--- src/rtl/ophd_interrupt_sequencer_if.sv ---
// Bus port of the interrupt sequencer: push writes and IM2 table reads.
// Signals: bus_req/bus_we/bus_sel/table_addr (master out), bus_ready/bus_rdata (master in).
interface ophd_interrupt_sequencer_if;
    logic        bus_req;
    logic        bus_we;
    logic [1:0]  bus_sel;
    logic [15:0] table_addr;
    logic        bus_ready;
    logic [7:0]  bus_rdata;

    modport master (
        output bus_req, bus_we, bus_sel, table_addr,
        input  bus_ready, bus_rdata
    );

    modport slave (
        input  bus_req, bus_we, bus_sel, table_addr,
        output bus_ready, bus_rdata
    );
endinterface

--- src/rtl/ophd_interrupt_sequencer.sv ---
// Interrupt acceptance sequencer: NMI vs maskable arbitration at instruction
// boundaries, head pulses, acknowledge, PC push, vector fetch and jump.
// Ports: CLK/RESET, nmi_in, int_req, iff1, ei_block, im_mode, i_reg, boundary,
// ack_data, bus (master), busy, p2_* head pulses, m1_dummy, int_ack, ack_id,
// pc_load/pc_out, opcode_inject/inject_op.
module ophd_interrupt_sequencer #(
    parameter int          NUM_IRQ  = 4,
    parameter int          ACK_WAIT = 2,
    parameter logic [15:0] NMI_VEC  = 16'h0066,
    parameter logic [15:0] IM1_VEC  = 16'h0038,
    localparam int         ID_W     = (NUM_IRQ > 1) ? $clog2(NUM_IRQ) : 1
) (
    input  logic                    CLK,
    input  logic                    RESET,
    input  logic                    nmi_in,
    input  logic [NUM_IRQ-1:0]      int_req,
    input  logic                    iff1,
    input  logic                    ei_block,
    input  logic [1:0]              im_mode,
    input  logic [7:0]              i_reg,
    input  logic                    boundary,
    input  logic [7:0]              ack_data,
    ophd_interrupt_sequencer_if.master bus,
    output logic                    busy,
    output logic                    p2_set_cnmi,
    output logic                    p2_reset_tnmi,
    output logic                    p2_evacuate_iff,
    output logic                    p2_reset_lhalt,
    output logic                    p2_reset_iff1,
    output logic                    p2_reset_iff2,
    output logic                    m1_dummy,
    output logic                    int_ack,
    output logic [ID_W-1:0]         ack_id,
    output logic                    pc_load,
    output logic [15:0]             pc_out,
    output logic                    opcode_inject,
    output logic [7:0]              inject_op
);

    typedef enum logic [3:0] {
        S_IDLE, S_HEAD, S_NMI_M1, S_ACK, S_PUSH_HI,
        S_PUSH_LO, S_VEC_LO, S_VEC_HI, S_JUMP
    } state_t;

    state_t          state, state_nx;
    logic            nmi_q, tnmi, is_nmi;
    logic [1:0]      mode;
    logic [3:0]      ack_cnt;
    logic [6:0]      vec;
    logic [7:0]      i_q, inject_q;
    logic [15:0]     pc_q;
    logic [ID_W-1:0] grant_id;
    logic            accept_nmi, accept_irq, ack_last;

    assign accept_nmi = (state == S_IDLE) && boundary && tnmi;
    assign accept_irq = (state == S_IDLE) && boundary && !tnmi
                        && iff1 && !ei_block && (|int_req);
    assign ack_last   = (ack_cnt == 4'(ACK_WAIT + 1));
    assign pc_out     = pc_q;

    // Lowest set index wins: scan from the top so index 0 overrides.
    always_comb begin
        grant_id = '0;
        for (int i = NUM_IRQ - 1; i >= 0; i--) begin
            if (int_req[i]) grant_id = ID_W'(i);
        end
    end

    always_ff @(posedge CLK or posedge RESET) begin
        if (RESET) state <= S_IDLE;
        else       state <= state_nx;
    end

    always_comb begin
        state_nx        = state;
        busy            = (state != S_IDLE);
        p2_set_cnmi     = 1'b0;
        p2_reset_tnmi   = 1'b0;
        p2_evacuate_iff = 1'b0;
        p2_reset_lhalt  = 1'b0;
        p2_reset_iff1   = 1'b0;
        p2_reset_iff2   = 1'b0;
        m1_dummy        = 1'b0;
        int_ack         = 1'b0;
        pc_load         = 1'b0;
        opcode_inject   = 1'b0;
        inject_op       = inject_q;
        bus.bus_req     = 1'b0;
        bus.bus_we      = 1'b0;
        bus.bus_sel     = 2'd0;
        bus.table_addr  = 16'h0000;
        unique case (state)
            S_IDLE: begin
                if (accept_nmi || accept_irq) state_nx = S_HEAD;
            end
            S_HEAD: begin
                p2_reset_lhalt = 1'b1;
                p2_reset_iff1  = 1'b1;
                if (is_nmi) begin
                    p2_set_cnmi     = 1'b1;
                    p2_reset_tnmi   = 1'b1;
                    p2_evacuate_iff = 1'b1;
                    state_nx        = S_NMI_M1;
                end else begin
                    p2_reset_iff2 = 1'b1;
                    state_nx      = S_ACK;
                end
            end
            S_NMI_M1: begin
                m1_dummy = 1'b1;
                state_nx = S_PUSH_HI;
            end
            S_ACK: begin
                int_ack = 1'b1;
                if (ack_last) begin
                    // IM0 hands the byte straight to the decoder; the
                    // injected instruction does its own push.
                    if (mode == 2'd0) begin
                        opcode_inject = 1'b1;
                        inject_op     = ack_data;
                        state_nx      = S_IDLE;
                    end else begin
                        state_nx = S_PUSH_HI;
                    end
                end
            end
            S_PUSH_HI: begin
                bus.bus_req = 1'b1;
                bus.bus_we  = 1'b1;
                bus.bus_sel = 2'd0;
                if (bus.bus_ready) state_nx = S_PUSH_LO;
            end
            S_PUSH_LO: begin
                bus.bus_req = 1'b1;
                bus.bus_we  = 1'b1;
                bus.bus_sel = 2'd1;
                if (bus.bus_ready) begin
                    state_nx = (!is_nmi && mode == 2'd2) ? S_VEC_LO : S_JUMP;
                end
            end
            S_VEC_LO: begin
                bus.bus_req    = 1'b1;
                bus.bus_sel    = 2'd2;
                bus.table_addr = {i_q, vec, 1'b0};
                if (bus.bus_ready) state_nx = S_VEC_HI;
            end
            S_VEC_HI: begin
                bus.bus_req    = 1'b1;
                bus.bus_sel    = 2'd3;
                bus.table_addr = {i_q, vec, 1'b1};
                if (bus.bus_ready) state_nx = S_JUMP;
            end
            S_JUMP: begin
                pc_load  = 1'b1;
                state_nx = S_IDLE;
            end
            default: state_nx = S_IDLE;
        endcase
    end

    always_ff @(posedge CLK or posedge RESET) begin
        if (RESET) begin
            nmi_q    <= 1'b0;
            tnmi     <= 1'b0;
            is_nmi   <= 1'b0;
            mode     <= 2'd0;
            ack_id   <= '0;
            ack_cnt  <= 4'd0;
            vec      <= 7'd0;
            i_q      <= 8'h00;
            inject_q <= 8'h00;
            pc_q     <= 16'h0000;
        end else begin
            nmi_q <= nmi_in;
            // A fresh edge in the clearing cycle keeps the request pending.
            tnmi  <= (nmi_in && !nmi_q) || (tnmi && !p2_reset_tnmi);
            if (accept_nmi) is_nmi <= 1'b1;
            if (accept_irq) begin
                is_nmi <= 1'b0;
                ack_id <= grant_id;
                mode   <= (im_mode == 2'd3) ? 2'd0 : im_mode;
            end
            ack_cnt <= (state == S_ACK) ? ack_cnt + 4'd1 : 4'd0;
            if (state == S_ACK && ack_last) begin
                vec <= ack_data[7:1];
                if (mode == 2'd0) inject_q <= ack_data;
            end
            if (state == S_PUSH_LO && state_nx == S_VEC_LO) i_q <= i_reg;
            if (state == S_PUSH_LO && state_nx == S_JUMP) begin
                pc_q <= is_nmi ? NMI_VEC : IM1_VEC;
            end
            if (state == S_VEC_LO && bus.bus_ready) pc_q[7:0]  <= bus.bus_rdata;
            if (state == S_VEC_HI && bus.bus_ready) pc_q[15:8] <= bus.bus_rdata;
        end
    end

endmodule

--- src/flat_wrapper.sv ---
// flat-port wrapper written by rule: the top's interface ports become plain ports
module ophd_interrupt_sequencer_flat 
#(
    parameter int          NUM_IRQ  = 4,
    parameter int          ACK_WAIT = 2,
    parameter logic [15:0] NMI_VEC  = 16'h0066,
    parameter logic [15:0] IM1_VEC  = 16'h0038,
    localparam int         ID_W     = (NUM_IRQ > 1) ? $clog2(NUM_IRQ) : 1
)
  (CLK, RESET, nmi_in, int_req, iff1, ei_block, im_mode, i_reg, boundary, ack_data, busy, p2_set_cnmi, p2_reset_tnmi, p2_evacuate_iff, p2_reset_lhalt, p2_reset_iff1, p2_reset_iff2, m1_dummy, int_ack, ack_id, pc_load, pc_out, opcode_inject, inject_op, bus_bus_req, bus_bus_we, bus_bus_sel, bus_table_addr, bus_bus_ready, bus_bus_rdata);
  ophd_interrupt_sequencer_if bus_i ();
  input  logic CLK;
  input  logic RESET;
  input  logic nmi_in;
  input  logic [NUM_IRQ-1:0] int_req;
  input  logic iff1;
  input  logic ei_block;
  input  logic [1:0] im_mode;
  input  logic [7:0] i_reg;
  input  logic boundary;
  input  logic [7:0] ack_data;
  output logic busy;
  output logic p2_set_cnmi;
  output logic p2_reset_tnmi;
  output logic p2_evacuate_iff;
  output logic p2_reset_lhalt;
  output logic p2_reset_iff1;
  output logic p2_reset_iff2;
  output logic m1_dummy;
  output logic int_ack;
  output logic [ID_W-1:0] ack_id;
  output logic pc_load;
  output logic [15:0] pc_out;
  output logic opcode_inject;
  output logic [7:0] inject_op;
  output wire logic [$bits(bus_i.bus_req)-1:0] bus_bus_req;
  output wire logic [$bits(bus_i.bus_we)-1:0] bus_bus_we;
  output wire logic [$bits(bus_i.bus_sel)-1:0] bus_bus_sel;
  output wire logic [$bits(bus_i.table_addr)-1:0] bus_table_addr;
  input wire logic [$bits(bus_i.bus_ready)-1:0] bus_bus_ready;
  input wire logic [$bits(bus_i.bus_rdata)-1:0] bus_bus_rdata;
  assign bus_bus_req = bus_i.bus_req;
  assign bus_bus_we = bus_i.bus_we;
  assign bus_bus_sel = bus_i.bus_sel;
  assign bus_table_addr = bus_i.table_addr;
  assign bus_i.bus_ready = bus_bus_ready;
  assign bus_i.bus_rdata = bus_bus_rdata;
  ophd_interrupt_sequencer #(.NUM_IRQ(NUM_IRQ), .ACK_WAIT(ACK_WAIT), .NMI_VEC(NMI_VEC), .IM1_VEC(IM1_VEC)) u_core (.CLK(CLK), .RESET(RESET), .nmi_in(nmi_in), .int_req(int_req), .iff1(iff1), .ei_block(ei_block), .im_mode(im_mode), .i_reg(i_reg), .boundary(boundary), .ack_data(ack_data), .bus(bus_i), .busy(busy), .p2_set_cnmi(p2_set_cnmi), .p2_reset_tnmi(p2_reset_tnmi), .p2_evacuate_iff(p2_evacuate_iff), .p2_reset_lhalt(p2_reset_lhalt), .p2_reset_iff1(p2_reset_iff1), .p2_reset_iff2(p2_reset_iff2), .m1_dummy(m1_dummy), .int_ack(int_ack), .ack_id(ack_id), .pc_load(pc_load), .pc_out(pc_out), .opcode_inject(opcode_inject), .inject_op(inject_op));
endmodule
--- config.mk ---
export PLATFORM = sky130hd
export DESIGN_NAME = ophd_interrupt_sequencer_flat
export DESIGN_NICKNAME = d
export VERILOG_FILES = /design/src/rtl/ophd_interrupt_sequencer_if.sv /design/src/rtl/ophd_interrupt_sequencer.sv /design/src/flat_wrapper.sv
export SDC_FILE = /design/constraint.sdc
export NUM_CORES = 1
export LEC_CHECK = 0
export CELL_PAD_IN_SITES_DETAIL_PLACEMENT = 1
export CELL_PAD_IN_SITES_GLOBAL_PLACEMENT = 1
export CORE_MARGIN = 3
export CORE_UTILIZATION = 34
export CTS_CLUSTER_DIAMETER = 120
export DETAILED_ROUTE_END_ITERATION = 16
export GPL_TIMING_DRIVEN = 0
export PLACE_DENSITY_LB_ADDON = 0.1
export SETUP_SLACK_MARGIN = 0.05
export SLEW_MARGIN = 0
export SYNTH_ARGS = -nofsm -noshare
export SYNTH_HDL_FRONTEND = slang
export SYNTH_SLANG_ARGS = --single-unit
export TNS_END_PERCENT = 30
--- constraint.sdc ---
create_clock -name CLK -period 2.4 [get_ports CLK]
set_clock_uncertainty 0.1 [all_clocks]
set_input_delay 0.48 -clock CLK [delete_from_list [all_inputs] [get_ports CLK]]
set_output_delay 0.48 -clock CLK [all_outputs]
set_load 0.01 [all_outputs]
* Word level (Yosys, flattened, before mapping) *
Index checks and enable logic that the tools add are counted.
Widths: inputs -> output; s select.

operators by class
  bitwise logic cells = 0
  divide/modulo/power cells = 0
  add/sub/neg operators = 1
  $lt $le $gt $ge = 0
  shifts and indexed selects = 0
  mux-type cells = 40
  equal/unequal tests = 13
  reduce and logical (&&, ||, !) cells = 30
  multipliers = 0

operators with widths
  cell                 count
  $mux 8               5
  $mux 4               8
  $pmux 16 s2          1
  $pmux 4 s8           1
  $eq 4x3->1 const B   5
  $mux 1               16
  $mux 16              1
  $logic_and 1x1->1    14
  $eq 4x2->1 const B   3
  $mux 2               5
  $eq 4x4->1 const B   2
  $reduce_or 4->1      2
  $mux 7               1
  $pmux 2 s3           1
  $reduce_bool 2->1    3
  $logic_not 1->1      5
  $add 4x1->4 const B  1
  $eq 2x2->1 const B   2
  $eq 4x1->1 const B   1
  $logic_not 4->1      1
  $reduce_bool 4->1    1
  $mux 3               1
  $logic_not 2->1      1
  $logic_or 1x1->1     2
  $reduce_or 2->1      1

word-level totals
  bits in writable memories = 0
  memories kept = 0
  bits of input ports = 37
  flip-flop bits (word level) = 54
  output and inout bits = 57
  logic and storage cells = 96
  bits in latches = 0
  ROM bits = 0

* Logic depth before layout (Yosys ltp) *
  depth in word-level cells = 13
  gate-level depth with buffers = 6
  depth with buffers taken out = 5

* Least setup slack after synthesis *
No wires, ideal clock.

  path type = flip-flop to output port
  start = register u_core.state[1]
  end = output port p2_reset_tnmi
  data required time = 1.820 ns
  buffers on the path = 2
  stages on the path, launching flop included = 5
  path slack = 0.074 ns
  data arrival time = 1.746 ns
  cell sequence = dfrtp_1 -> clkbuf_1 -> nor4b_1 -> and2_1 -> buf_4

between the ends
  longest elaborated chain between the ends = 2

ends and longest elaborated chain
  element                   RTL line                        source
  start: declaration        ophd_interrupt_sequencer.sv:45  state_t state, state_nx;
  start signal: assignment  ophd_interrupt_sequencer.sv:71  else state <= state_nx;
  $eq 4x1->1                n/a
  $mux 1                    n/a
  end: declaration          flat_wrapper.sv:24              output logic p2_reset_tnmi;

No other way between the ends.

* Worst setup path after layout *
  start = register u_core.state[2]
  end = output port inject_op[4]

between the ends
  longest elaborated chain between the ends = 2

ends and longest elaborated chain
  element           RTL line                        source
  $eq 4x2->1        ophd_interrupt_sequencer.sv:92  unique case (state)
  $mux 8            ophd_interrupt_sequencer.sv:92
  end: declaration  flat_wrapper.sv:35              output logic [7:0] inject_op;

No other way between the ends.

==> metrics.md <==
| Metric | Value |
|---|---|
| Top cell by count, worst path | `buf_6` |
| Worst path slowest cell | `dfrtp_1` |
| Placed insts | `approximately 410` |
| Worst-skew pair later-pin latency | `0.31 ns` |
| CTS tree | `yes` |
| Avg Cell Area, Syn | `between 10 and 15 sq um` |
| Crit. End Element | `primary output` |
| Clock power frac | `0.179` |
| Grt total ovfl | `0` |
| Req. time, crit path | `approximately 1.8 ns` |
| MaxCap Viol Count | `0` |
| Drt wl/cell | `17.0 um` |
| CP peak stage delay | `about 0.40 ns` |
| Vias in the first global route | `~2,300` |
| Slew Viols, Final | `0` |
| Worst R2R Setup Slack | `between 0.2 and 0.25 ns` |
| Status | `complete, but fails checks` |
| Register share of total power | `0.355` |
| Sw Pwr | `roughly 1.2 mW` |
| Clk slew on worst S/H paths | `around 0.10 ns` |
| Worst-case clock buffer depth | `2` |
| Height of the die | `93.6 um` |
| Synth area leader | `dfrtp_1` |
| Worst path arrival time | `1.88 ns` |
| PortBufs | `92` |
| Setup violators final | `8` |
| Synth unique cells | `43` |
| Die ar. | `8770 sq um` |
| Design area | `between 4000 and 5000 sq um` |
| CP Launch Type | `register` |
| Antenna Cells | `0` |
| Tightest Pin Transition | `between 0.5 and 0.6 ns` |
| Total Wirelength | `between 7000 and 8000 um` |
| Hold/Removal Path Class | `reg2reg` |
| Drt first pass iters | `4` |
| P&R area growth vs syn | `54.2%` |
| Ports | `between 90 and 100` |
| Worst slew margin | `0.613` |
| Synthesis-stage register bit count | `54` |
| Cell Rows | `31` |
| CTS root buf | `clkbuf_8` |
| Initial Util | `0.354` |
| PD cells | `just under 900 nW/um^2` |
| Sw Share | `0.333` |
| # DRC | `0` |
| Global Route Usage Sum | `0.170` |
| EDFF count, synth | `0` |
| Placed Area | `3680 sq um` |
| Final cell utilization of the core | `0.547` |
| H-tree depth | `2` |
| Syn nets | `between 200 and 300` |
| Layout cell share with drive strength beyond 1 | `0.350` |
| Cell Chain, Critical Path | `buf_6 > nand4bb_4 > inv_4 > nand3_4 > buf_8 > mux2_4 > buf_6` |
| Initial antenna violation count | `0` |
| Global-route wire length before repair | `11,700 um` |
| Final std cells w/o fill | `439` |
| Yosys top cell area share | `0.517` |
| Fin. Hold Viols | `0` |
| Async SR Flop Fraction | `1.00` |
| Delay-heaviest family, CP | `buffers and inverters` |
| Internal | `roughly 2.4 mW` |
| Top FF cell, synth | `dfrtp_1` |
| Pleak | `1.94 nW` |
| Iter 0 DRT Violations | `37` |
| HPWL Detailed | `between 5000 and 6000 um` |
| Kind of critical path | `reg2out` |
| DRT antenna net count | `0` |
| Most area-consuming cells after synthesis | `dfrtp_1, mux2_2, and2_1` |
| Period utilization | `1.02` |
| Pre-CTS setup slack | `-0.503 ns` |
| Register area share after synthesis | `0.517` |
| DR vias | `2,132` |
| Setup ws final | `-0.0554 ns` |
| Comb pwr share | `0.467` |
| Post-synthesis instance area | `~2600 sq um` |
| Final Net Count | `between 300 and 400` |
| Syn. warnings | `0` |
| Worst-path maximum fanout | `9` |
| Largest net degree at the start of global routing | `30` |
| Cells after Synth | `roughly 220` |
| Placer Congestion | `around 0.7` |
| Vias/cell | `about 4.9` |
| Buf+Inv Stages, Crit Path | `4` |
| Core Area | `7370 sq um` |
| Max VDD drop | `0.432 mV` |
| RSZ-0062 raised after global routing | `true` |
| Final min period | `about 2.5 ns` |
| Violated checks | `negative setup slack` |
| Max Freq | `between 0.4 and 0.5 GHz` |
| CTS buffer count | `5` |
| Sinks on Clock Net | `54` |
| Die X | `about 94 um` |
==> Yosys cell counts, types with 2 or more instances <==
cell type  count
nor2_1        11
inv_1         17
dfrtp_1       54
o22ai_1        2
o21ai_0        3
a22o_1         8
clkbuf_1       4
buf_2          4
xnor2_1        2
nand2b_1       3
mux2_4         3
nand3_1        5
nand2_1        7
mux2i_1        2
buf_4          5
a21oi_1        7
mux2_2        35
nor2b_1        3
nor4b_1        3
and2_1        20
==> final cells by class <==
type	count	area [sq um]
clock inverter	1	30.0
timing repair buffer	112	1060
clock buffer	6	82.6
buffer	13	129
inverter	18	70.1
fill	788	3340
tap	99	124
multi-input combinational	136	1180
sequential	54	1350
==> power groups by stage <==
stage,Combinational (mW),Sequential [mW],Clock [mW]
after global placement,1.39,1.27,0
after global routing,1.79,1.29,0.693
after floorplan,0.657,1.30,0
final,1.66,1.26,0.637
after detailed placement,1.42,1.28,0
after CTS,1.59,1.25,0.652
==> registers in the layout, indices dropped and copies added, names as in the netlist <==
name / flops
u_core.is_nmi: 1
u_core.mode: 2
u_core.pc_out: 16
u_core.vec: 7
u_core.i_q: 8
u_core.nmi_q: 1
u_core.ack_cnt: 4
u_core.tnmi: 1
u_core.state: 4
u_core.inject_q: 8
u_core.ack_id: 2
==> cell usage in the layout (no fill, tap or decap), types with 4 or more instances in the layout <==
cell type / instances
a21oi_1: 7
a22o_1: 8
and2_1: 19
buf_2: 11
buf_4: 20
buf_6: 14
clkbuf_8: 7
clkdlybuf4s50_1: 53
dfrtp_1: 52
dlygate4sd2_1: 11
dlymetal6s2s_1: 5
inv_1: 15
mux2_2: 35
mux2_4: 4
nand2_1: 7
nand3_1: 5
nor2_1: 11
==> worst paths after layout <==
kind,from,cells after the start,endpoint
max,u_core.state[2],7,inject_op[4]
min,u_core.nmi_q,1,u_core.tnmi
max reg2reg,u_core.state[1],4,u_core.i_q[1]
min reg2reg,u_core.nmi_q,1,u_core.tnmi
max in group asynchronous,RESET,3,u_core.state[0]
min in group asynchronous,RESET,2,u_core.inject_q[0]
==> through the flow <==
| step | TNS, ns | hold slack [ns] | power, mW |
|---|---|---|---|
| global route | -1.29 | 0.358 | 3.78 |
| detailed placement | -10.24 | 0.333 | 2.70 |
| finish | -0.329 | 0.341 | 3.56 |
| global placement | -43.81 | 0.323 | 2.66 |
| floorplan | 0 | 0.309 | 1.96 |
| CTS | -0.407 | 0.345 | 3.49 |
==> repair_timing <==
| item | CTS | global route |
|---|---|---|
| hold buffers | 0 | 0 |
| resized for setup | 114 | 30 |
| gates cloned | 0 | 1 |
| pin swaps | 2 | 3 |
| setup buffers | 14 | 4 |
| endpoints found under the setup margin | 39 | 28 |
==> logic make-up (layout without fill, tap and decap cells) <==
group                      after synthesis  after routing  share of synthesized area
AOI/OAI and AO/OA                       28             28                     0.0781
xor gates and xnor gates                 3              3                     0.0101
adders and majority gates                1              1                    0.00479
buffers and inverters                   31            150                     0.0537
DFF                                     54             54                      0.517
muxes                                   41             41                      0.180
and+or+nand+nor                         63             63                      0.156
==> routing by layer <==
layer	wire length (um)	GRT usage	up-vias	part of all wire
met2	3710	0.291	60	0.50
met3	345	0.0322	6	0.046
met1	3330	0.221	1072	0.45
met4	60	0.0445	0	0.0081
li1	-	-	994	-
met5	0	0	-	0
Note: power is estimated with default switching activity, not from simulation.
==> RTL edit 1 (same flow settings) <==
`NUM_IRQ` is set to 4 in 2 places; all go to 16.
--- a/src/rtl/ophd_interrupt_sequencer.sv
+++ b/src/rtl/ophd_interrupt_sequencer.sv
@@ -5,5 +5,5 @@
 // pc_load/pc_out, opcode_inject/inject_op.
 module ophd_interrupt_sequencer #(
-    parameter int          NUM_IRQ  = 4,
+    parameter int          NUM_IRQ  = 16,
     parameter int          ACK_WAIT = 2,
     parameter logic [15:0] NMI_VEC  = 16'h0066,
--- a/src/flat_wrapper.sv
+++ b/src/flat_wrapper.sv
@@ -2,5 +2,5 @@
 module ophd_interrupt_sequencer_flat 
 #(
-    parameter int          NUM_IRQ  = 4,
+    parameter int          NUM_IRQ  = 16,
     parameter int          ACK_WAIT = 2,
     parameter logic [15:0] NMI_VEC  = 16'h0066,
Ports: changed (resized ack_id and int_req); port bits go from 94 to 108. No check against the original RTL was run, so the function may have changed too.
==> RTL edit 1 against the original RTL <==
- the run still ends with negative setup slack left
- die area rose by 6.1%
- final area rose by 13%
- synthesized area rose by 6.5%
- register-to-register slack got worse by 50 ps
- wire length rose by 16%
- power fell by 0.21%
- utilization rose by 3.2 points
- sequential cell count rose by 2
- setup slack got worse by 240 ps
- sequential share of layout area fell by 2.7 points
- largest power group unchanged
- highest routed layer unchanged
==> RTL edit 1: results (changes against the original RTL) <==
| Metric | Value |
|---|---|
| Status | finished, violations left (unchanged) |
| Violated checks | negative setup slack (unchanged) |
| Final #Nets | 462 (was 378) |
| CP arrival | 2120 ps (was 1880 ps) |
| Slowest cell on the critical path | or3b_4 (was dfrtp_1) |
| Worst vdd ir | 0.414 mV (was 0.432 mV) |
| Hold Crit Start | u_core.nmi_q (unchanged) |
| Reg area | 0.00140 mm2 (was 0.00135 mm2) |
| Final Hold Slack | 339 ps (was 341 ps) |
| Worst Path Max Fanout | 5 (was 9) |
| Setup-failing EPs final | 15 (was 8) |
| Initial DRC count | 56 (was 37) |
| Placed Area | 0.00400 mm2 (was 0.00368 mm2) |
| Vias in the first global route | 2725 (was 2312) |
| Top cells by area, synth | dfrtp_1, nand2_1, mux2_4 (was dfrtp_1, mux2_2, and2_1) |
| Relative slew slack | 42.4% (was 61.3%) |
| Register-to-register setup slack | 180 ps (was 230 ps) |
| Category of cells accounting for the largest share of critical-path delay | simple AND/OR/NAND/NOR gates (was buffers and inverters) |
| Unique masters post-synth | 50 (was 43) |
| Reg2reg path depth | 13 (was 4) |
| GRT Total Usage | 18.3% (was 17.0%) |
| Post-route worst setup slack | -297 ps (was -55.4 ps) |
| Synth top area share | 50.4% (was 51.7%) |
| FF-to-FF End | u_core.inject_q[3] (was u_core.i_q[1]) |
| Post-Syn Nets | 316 (was 259) |
| Most frequent cells after synthesis | dfrtp_1, nand2_1, and3_1, nor2_1, inv_1 (was dfrtp_1, mux2_2, and2_1, inv_1, nor2_1) |
| Global-route wire length before repair | 13300 um (was 11700 um) |
| DR vias | 2550 (was 2132) |
| XOR/XNOR Fraction of Synth Area | 0.945% (was 1.01%) |
| Synth Area in Compound Gates | 10.7% (was 7.81%) |
| Leakage power | 0.00233 uW (was 0.00194 uW) |
| Clk root buf | clkbuf_8 (unchanged) |
| Reg-to-Reg Start | u_core.state[3] (was u_core.state[1]) |
| Post-Synth Adder-Cell Area | 0.450% (was 0.479%) |
| Placer Congestion | 0.746 (was 0.714) |
| IO Port Bufs | 107 (was 92) |
| Dpl hpwl | 5740 um (was 5020 um) |
| Filler instances | 853 (was 788) |
| Fraction of final layout cells sized beyond drive strength 1 | 28.3% (was 35.0%) |
| Largest stage delay on the critical path | 420 ps (was 400 ps) |
| Sequential share of the synthesized area | 50.4% (was 51.7%) |
| Routed WL | 8600 um (was 7440 um) |
| DP Worst Slack | -404 ps (was -503 ps) |
| Mux cell area share after synthesis | 7.56% (was 18.0%) |
-- RTL edit 1: how the worst max path moves through the flow --
stage	from	endpoint	slack [ps]	cells past startpoint
after floorplan	u_core.state[0]	p2_reset_tnmi	170	4
after global placement	RESET	u_core.ack_id[1]	-660	2
after detailed placement	u_core.state[3]	inject_op[7]	-400	9
after CTS	u_core.state[3]	inject_op[3]	-320	11
after global routing	u_core.state[3]	inject_op[0]	-390	11
final	u_core.state[3]	inject_op[0]	-300	11
-- RTL edit 1: routing by layer --
layer	share of wire (%)	track usage [%]
met2	53	32.8
met4	0.76	3.86
met3	4.0	3.25
met1	42	23.1
met5	0	0
-- RTL edit 1: layout make-up --
| class | count | share of cell area (%) |
|---|---|---|
| Sequential cell | 56 | 30.9 |
| Timing Repair inverter | 1 | 0.358 |
| Tap cell | 102 | 2.81 |
| Timing Repair Buffer | 138 | 30.5 |
| Inverter | 18 | 1.71 |
| Clock inverter | 1 | 0.165 |
| Buffer | 13 | 2.62 |
| Clock buffer | 7 | 1.90 |
| Multi-Input combinational cell | 179 | 29.0 |
-- RTL edit 1: timing repair --
item,in CTS,in global routing
endpoints found under the setup margin,36,33
gates cloned,1,0
gates resized for setup,89,36
setup buffers,28,9
pin swaps,10,4
-- RTL edit 1: power breakdown --
| part | total (uW) | switching [uW] | internal [uW] |
|---|---|---|---|
| clock network | 535 | 299 | 235 |
| registers | 1330 | 157 | 1170 |
| logic | 1690 | 756 | 937 |
| total | 3550 | 1210 | 2340 |
-- RTL edit 1: stage by stage --
stage | cells | setup TNS [ps]
final | 515 | -3190
after CTS | 513 | -5510
after global routing | 515 | -4650
after detailed placement | 476 | -8570
after global placement | 475 | -45050
after floorplan | 266 | 0
==> RTL edit 2 (config.mk and constraints unchanged) <==
Without the edit above. Add an input register stage for `im_mode`, with the module's reset; this delays it by one clock. The other inputs are not delayed to match.
--- a/src/rtl/ophd_interrupt_sequencer.sv
+++ b/src/rtl/ophd_interrupt_sequencer.sv
@@ -43,4 +43,14 @@
     } state_t;
 
+    logic [1:0] im_mode_q;
+
+    always_ff @(posedge CLK or posedge RESET) begin
+        if (RESET) begin
+            im_mode_q <= '0;
+        end else begin
+            im_mode_q <= im_mode;
+        end
+    end
+
     state_t          state, state_nx;
     logic            nmi_q, tnmi, is_nmi;
@@ -179,5 +189,5 @@
                 is_nmi <= 1'b0;
                 ack_id <= grant_id;
-                mode   <= (im_mode == 2'd3) ? 2'd0 : im_mode;
+                mode   <= (im_mode_q == 2'd3) ? 2'd0 : im_mode_q;
             end
             ack_cnt <= (state == S_ACK) ? ack_cnt + 4'd1 : 4'd0;
Formal check against the unedited RTL: not equivalent (Yosys sat finds a counterexample within 10 cycles, from zero or initial values and one cycle with RESET high).
==> RTL edit 2 against the original RTL <==
- setup slack got worse by 280 ps
- final area increased by 0.40%
- the run still ends with negative setup slack left
- sequential cell count increased by 2
- non-clock buffer count increased by 1
- synthesized area increased by 2.0%
- sequential share of layout area increased by 1.1 points
- wire length increased by 1.8%
- power decreased by 1.1%
- first-iteration DRC count increased by 78%
- largest cell class unchanged
- critical path depth unchanged
- largest power group unchanged
==> RTL edit 2: results (changes against the original RTL) <==
| Metric | Value |
|---|---|
| Setup TNS Final | -2760 ps (was -329 ps) |
| Leakage power | 0.00198 uW (was 0.00194 uW) |
| Violated checks | negative setup slack (unchanged) |
| Vias in the first global route | 2237 (was 2312) |
| Routed WL per cell | 17.5 um (was 17.0 um) |
| Worst Path Max Fanout | 8 (was 9) |
| Reg2reg path depth | 6 (was 4) |
| Post-Synth Adder-Cell Area | 0.470% (was 0.479%) |
| FF-to-FF End | u_core.i_q[0] (was u_core.i_q[1]) |
| CLK BUF | 5 (was 6) |
| Vias per cell | 4.96 (was 4.86) |
| Filler instances | 784 (was 788) |
| Setup-failing EPs final | 9 (was 8) |
| Post-Syn Nets | 253 (was 259) |
| CTS Sinks | 56 (was 54) |
| Dpl hpwl | 5170 um (was 5020 um) |
| Post-route worst setup slack | -334 ps (was -55.4 ps) |
| Status | finished, violations left (unchanged) |
| Synth Area in Compound Gates | 8.36% (was 7.81%) |
| CP arrival | 2150 ps (was 1880 ps) |
| Fraction of final layout cells sized beyond drive strength 1 | 35.6% (was 35.0%) |
| Worst-Margin Slew | 681 ps (was 580 ps) |
| Unique masters post-synth | 42 (was 43) |
| Global-route wire length before repair | 12000 um (was 11700 um) |
| Worst vdd ir | 0.351 mV (was 0.432 mV) |
| Non-clock buffer share | 28.7% (was 29.4%) |
| Sequential share of the synthesized area | 52.6% (was 51.7%) |
## RTL edit 2: power breakdown
part	leakage, uW	switching [uW]	total [uW]	internal (uW)
sequential	0.000708	193	1350	1150
clock	0.0000541	330	639	310
combinational	0.00122	656	1540	880
## RTL edit 2: worst max-delay path by stage
stage | startpoint | to | depth (start not counted)
6_report | u_core.ack_cnt[0] | inject_op[3] | 7
5_1_grt | u_core.ack_cnt[0] | inject_op[2] | 7
4_1_cts | u_core.state[3] | inject_op[3] | 8
3_5_place_dp | u_core.ack_cnt[0] | inject_op[7] | 8
3_3_place_gp | RESET | u_core.ack_id[0] | 2
2_1_floorplan | u_core.ack_cnt[0] | inject_op[0] | 7
## RTL edit 2: critical path, stage by stage (launching register included)
cell,delay [ps]
dfrtp_1,430
ha_4,160
nor3b_4,240
nand2_4,70
or3_4,360
buf_12,160
mux2_4,300
buf_6,120
## RTL edit 2: metal layers
metal / wire length [um] / GRT usage, %
met1: 3100 / 20.9
met2: 3810 / 30.3
met5: 0 / 0
met4: 89 / 4.45
met3: 577 / 5.90
## RTL edit 2: metrics by stage
| stage | hold WS [ps] | utilization (%) | area (um2) | setup slack, ps |
|---|---|---|---|---|
| floorplan | 309 | - | 2670 | 1.66 |
| global placement | 317 | 50.1 | 3710 | -679 |
| detailed placement | 347 | 50.4 | 3730 | -664 |
| CTS | 362 | 54.5 | 4030 | -352 |
| global route | 377 | 54.6 | 4040 | -426 |
| finish | 366 | 54.6 | 4040 | -334 |
## RTL edit 2: repair_timing
action,CTS,global route
setup buffers,15,3
resized for setup,117,38
hold endpoints to repair,0,0
pin swaps,2,4
cloned,1,0
endpoints found under the setup margin,38,33
